[src/rtl/cache_types.sv]
// Shared cache typedefs: way indexing, per-way masks, controller states and mux encodings.
package cache_types;

  localparam int unsigned NUM_WAYS = 2;

  typedef logic [NUM_WAYS-1:0] way_mask_t;
  typedef logic                way_idx_t;

  typedef enum logic [1:0] {
    IDLE      = 2'd0,
    WRITEBACK = 2'd1,
    FETCH     = 2'd2
  } cache_state_e;

  typedef enum logic {
    SRC_CPU  = 1'b0,
    SRC_PMEM = 1'b1
  } data_src_e;

  typedef enum logic {
    ADDR_CPU    = 1'b0,
    ADDR_VICTIM = 1'b1
  } pmem_addr_e;

  function automatic way_mask_t way_onehot(way_idx_t w);
    return w ? 2'b10 : 2'b01;
  endfunction

endpackage

[src/rtl/cache_perf_counter.sv]
// Saturating event counter with synchronous clear; holds at all-ones once full.
module cache_perf_counter #(
  parameter int unsigned CNT_WIDTH = 32
) (
  input  logic                 clk,
  input  logic                 rst,
  input  logic                 en_i,
  output logic [CNT_WIDTH-1:0] count_o
);

  logic [CNT_WIDTH-1:0] count_q, count_d;

  always_comb begin
    count_d = count_q;
    if (en_i && !(&count_q)) count_d = count_q + 1'b1;
  end

  always_ff @(posedge clk) begin
    if (rst) count_q <= '0;
    else     count_q <= count_d;
  end

  assign count_o = count_q;

endmodule

[src/rtl/cache_control.sv]
// Two-way cache controller: hit handling, dirty-victim writeback and line fill.
// Optional hit/miss performance counters are built when CACHE_PERF_COUNTERS_EN is defined.
//
// state     | meaning
// IDLE      | serve hits; on a miss latch the LRU way as victim
// WRITEBACK | write the dirty victim line back to physical memory
// FETCH     | read the requested line and fill it into the victim way
module cache_control
  import cache_types::*;
#(
  parameter int unsigned CNT_WIDTH = 32
) (
  input  logic       clk,
  input  logic       rst,
  input  logic       mem_read,
  input  logic       mem_write,
  output logic       mem_resp,
  output logic       pmem_read,
  output logic       pmem_write,
  input  logic       pmem_resp,
  input  logic [1:0] hit,
  input  logic [1:0] dirty,
  input  logic       lru,
  output logic [1:0] load_data,
  output logic [1:0] load_tag,
  output logic [1:0] load_valid,
  output logic [1:0] load_dirty,
  output logic       dirty_in,
  output logic       load_lru,
  output logic       lru_in,
  output logic       way_sel,
  output logic       data_src_sel,
  output logic       pmem_addr_sel
`ifdef CACHE_PERF_COUNTERS_EN
  ,
  output logic [CNT_WIDTH-1:0] hit_count,
  output logic [CNT_WIDTH-1:0] miss_count
`endif
);

  cache_state_e state_q, state_d;
  way_idx_t     victim_q, victim_d;

  logic     req;
  logic     hit_any;
  way_idx_t hit_way;

  assign req     = mem_read | mem_write;
  assign hit_any = |hit;
  // Way 0 wins if both ways claim a hit.
  assign hit_way = ~hit[0];

  always_comb begin
    state_d       = state_q;
    victim_d      = victim_q;
    mem_resp      = 1'b0;
    pmem_read     = 1'b0;
    pmem_write    = 1'b0;
    load_data     = '0;
    load_tag      = '0;
    load_valid    = '0;
    load_dirty    = '0;
    dirty_in      = 1'b0;
    load_lru      = 1'b0;
    lru_in        = 1'b0;
    way_sel       = 1'b0;
    data_src_sel  = SRC_CPU;
    pmem_addr_sel = ADDR_CPU;

    unique case (state_q)
      IDLE: begin
        if (req) begin
          if (hit_any) begin
            mem_resp = 1'b1;
            way_sel  = hit_way;
            load_lru = 1'b1;
            lru_in   = ~hit_way;
            if (mem_write) begin
              load_data  = way_onehot(hit_way);
              load_dirty = way_onehot(hit_way);
              dirty_in   = 1'b1;
            end
          end else begin
            victim_d = lru;
            state_d  = dirty[lru] ? WRITEBACK : FETCH;
          end
        end
      end
      WRITEBACK: begin
        pmem_write    = 1'b1;
        pmem_addr_sel = ADDR_VICTIM;
        way_sel       = victim_q;
        if (pmem_resp) state_d = FETCH;
      end
      FETCH: begin
        pmem_read = 1'b1;
        if (pmem_resp) begin
          load_data    = way_onehot(victim_q);
          load_tag     = way_onehot(victim_q);
          load_valid   = way_onehot(victim_q);
          load_dirty   = way_onehot(victim_q);
          data_src_sel = SRC_PMEM;
          state_d      = IDLE;
        end
      end
      default: state_d = IDLE;
    endcase
  end

  always_ff @(posedge clk) begin
    if (rst) begin
      state_q  <= IDLE;
      victim_q <= 1'b0;
    end else begin
      state_q  <= state_d;
      victim_q <= victim_d;
    end
  end

`ifdef CACHE_PERF_COUNTERS_EN
  logic hit_evt, miss_evt;

  assign hit_evt  = (state_q == IDLE) && req && hit_any;
  assign miss_evt = (state_q == IDLE) && req && !hit_any;

  cache_perf_counter #(.CNT_WIDTH(CNT_WIDTH)) u_hit_cnt (
    .clk     (clk),
    .rst     (rst),
    .en_i    (hit_evt),
    .count_o (hit_count)
  );

  cache_perf_counter #(.CNT_WIDTH(CNT_WIDTH)) u_miss_cnt (
    .clk     (clk),
    .rst     (rst),
    .en_i    (miss_evt),
    .count_o (miss_count)
  );
`endif

endmodule

[config.mk]
export PLATFORM = sky130hd
export DESIGN_NAME = cache_control
export DESIGN_NICKNAME = d
export VERILOG_FILES = /design/src/rtl/cache_types.sv /design/src/rtl/cache_perf_counter.sv /design/src/rtl/cache_control.sv
export SDC_FILE = /design/constraint.sdc
export NUM_CORES = 1
export LEC_CHECK = 0
export CAP_MARGIN = 20
export CORE_AREA = 2 2 39 41
export CTS_BUF_LIST = sky130_fd_sc_hd__clkbuf_8
export DETAILED_ROUTE_END_ITERATION = 16
export DIE_AREA = 0 0 41 43
export HOLD_SLACK_MARGIN = 0.12
export PLACE_DENSITY = 0.66
export SYNTH_ARGS = -nofsm -noshare
export SYNTH_HDL_FRONTEND = slang
export SYNTH_SLANG_ARGS = --single-unit
[constraint.sdc]
create_clock -name clk -period 1.07 [get_ports clk]
set_input_delay 0.107 -clock clk [delete_from_list [all_inputs] [get_ports clk]]
set_output_delay 0.107 -clock clk [all_outputs]
set_load 0.1 [all_outputs]
==> qor.txt <==
status: complete, but fails checks
violated checks: negative setup slack
pin count of the biggest net entering global routing: 8
Yosys top cell area share: 18.0%
DRT Pass-1 Iters: 4
CTS tree: built
Critical Path RT: 960 ps
Clock Latency Late Sink: 220 ps
Crit Path Max Fanout: 3
endpoints failing setup: 20
pre-CTS setup slack: -557 ps
Cells after DPL: 93
final std cells w/o fill: 101
setup TNS: -6240 ps
Slew HR: 82.3%
period utilization: 145%
DP HPWL: 1000 um
diode count: 0
Final Util: 76.8%
grt total ovfl: 0
pwr/cell area: 1030 mW/mm^2
Total Power: 1.10 mW
CTS clk-pin slew, worst paths: 30 ps
first-pass GRT wire length: 2.32 mm
antenna violations before repair: 0
drt via density: 4.91
total CTS buffers: 3
worst reg2reg setup slack: -120 ps
syn nets: 52
CORE AREA: 0.00138 sq mm
Root Buffer: clkbuf_8
Avg WL per Cell: 14.7 um
Port Buf Inserts: 26
IO Pins: 27
via count: 496
Crit Path Class: reg2out
Distinct cells, synth: 24
Routed Antenna Nets: 0
Syn-to-layout area delta: 218%
Synth top cells by count: buf_4 (6), a21oi_1 (4), nor2_1 (4)
DRT iter0 DRCs: 6
predominant post-synthesis flop cell: dfxtp_1
Worst Skew: 2.49 ps
CTS max path bufs: 2
Tmin final: 1560 ps
Post-Syn Instances: 42
Mapped Avg Cell Area: 7.95 sq um
sequential area share after synthesis: 18.0%
RSZ-0062 raised after global routing: true
ratio of cells with drive above 1 in the final layout: 74.1%
final WL: 1.48 mm
max cap viols: 0
top cells by area, synth: dfxtp_1 (18%), buf_4 (13%), a21oi_1 (6.0%)
initial core utilization: 24.1%
P_leak: 0.445 nW
Hold-fix buffers, CTS: 0
gr usage total: 19.3%
type of the worst min-delay path: in2reg
placer congestion estimate: 0.758
Mapped Area: 334 sq um
worst-margin pin slew: 265 ps
Placed Area: 901 sq um
height of the die: 43 um
htree depth: 1
Max VDD drop: 0.920 mV
most frequent cell after synthesis: buf_4
row count: 14
asr flop ratio synth: 0%
area leader, netlist: dfxtp_1
Max Freq: 643 MHz
Final Hold Viols: 0
Yosys warnings: 0
vias in the first global route: 525
post-route cell area: 0.00106 sq mm
CP arrival: 1450 ps
DIE AREA: 0.00176 sq mm
WHS: 479 ps
CP Launch Type: register
Die Wd: 41 um
CTS Sinks: 3
setup slack after layout: -486 ps
Layout Nets: 96
drt drc: 0
fin. max-slew vios: 0
CP Capture Type: primary output
Filler cells: 93
number of synthesized flops with an enable pin: 0
Seq cells post-synth: 3
==> metal layers <==
layer  vias up  share of wire (%)  global-route usage, %
met4         0                2.2                   12.7
met2        25                 58                   32.8
met5         -                  0                      0
li1        234                  -                      -
met3         4                5.4                   3.14
met1       233                 35                   19.9
==> power by group <==
part	switching, mW	internal [mW]	total (mW)
Clock	0.0754	0.244	0.320
Sequential	0.00851	0.117	0.126
Combinational	0.382	0.268	0.650
Total	0.466	0.629	1.10
==> flip-flops by register name (all words and copies together), names as in the netlist <==
signal / count
victim_q: 1
state_q: 2
==> final cells by class <==
cell class	instances	area [sq um]	share of cell area (%)
timing repair buffer	47	591	55.6
multi-input combinational	31	342	32.2
sequential	3	65.1	6.12
clock buffer	3	41.3	3.89
tap	16	20.0	1.88
clock inverter	1	3.75	0.353
==> kinds of logic (layout without fill, tap and decap cells) <==
family,count (synthesis),count (layout),share of synthesized area [%]
buf+inv,8,51,18.3
compound gates,7,7,12.7
flops,3,3,18.0
mux,2,2,5.99
simple gates,22,22,44.9
==> timing repair <==
| item | CTS | global route |
|---|---|---|
| endpoints found under the hold margin | 0 | 0 |
| buffers inserted | 3 | 2 |
| endpoints found under the setup margin | 20 | 20 |
| gates resized for setup | 29 | 1 |
| pin swaps | 9 | 3 |
==> critical path: stages (launching register included) <==
cell and delay (ps):
dfxtp_2 330, buf_6 110, and2b_4 250, and2_4 140
nor2b_4 200, buf_12 190
==> final timing paths <==
check | start | end | depth (start not counted)
worst min register to register | victim_q | victim_q | 3
worst max-delay path | state_q[0] | load_valid[0] | 5
worst max register to register | state_q[0] | state_q[0] | 5
worst min-delay path | hit[1] | victim_q | 5
==> layout by cell type, fill, tap and decap left out, drive strengths merged, types with 2 or more instances in the layout <==
| cell | netlist | routed |
|---|---|---|
| nand4b | 2 | 2 |
| nor2 | 4 | 4 |
| dfxtp | 3 | 3 |
| and3 | 2 | 2 |
| nand3b | 2 | 2 |
| buf | 8 | 39 |
| nor2b | 2 | 2 |
| mux2i | 2 | 2 |
| a21oi | 4 | 4 |
| dlygate4sd2 | 0 | 2 |
| clkdlybuf4s50 | 0 | 5 |
| clkbuf | 0 | 4 |
No activity file was read; power rests on OpenSTA's default activity.
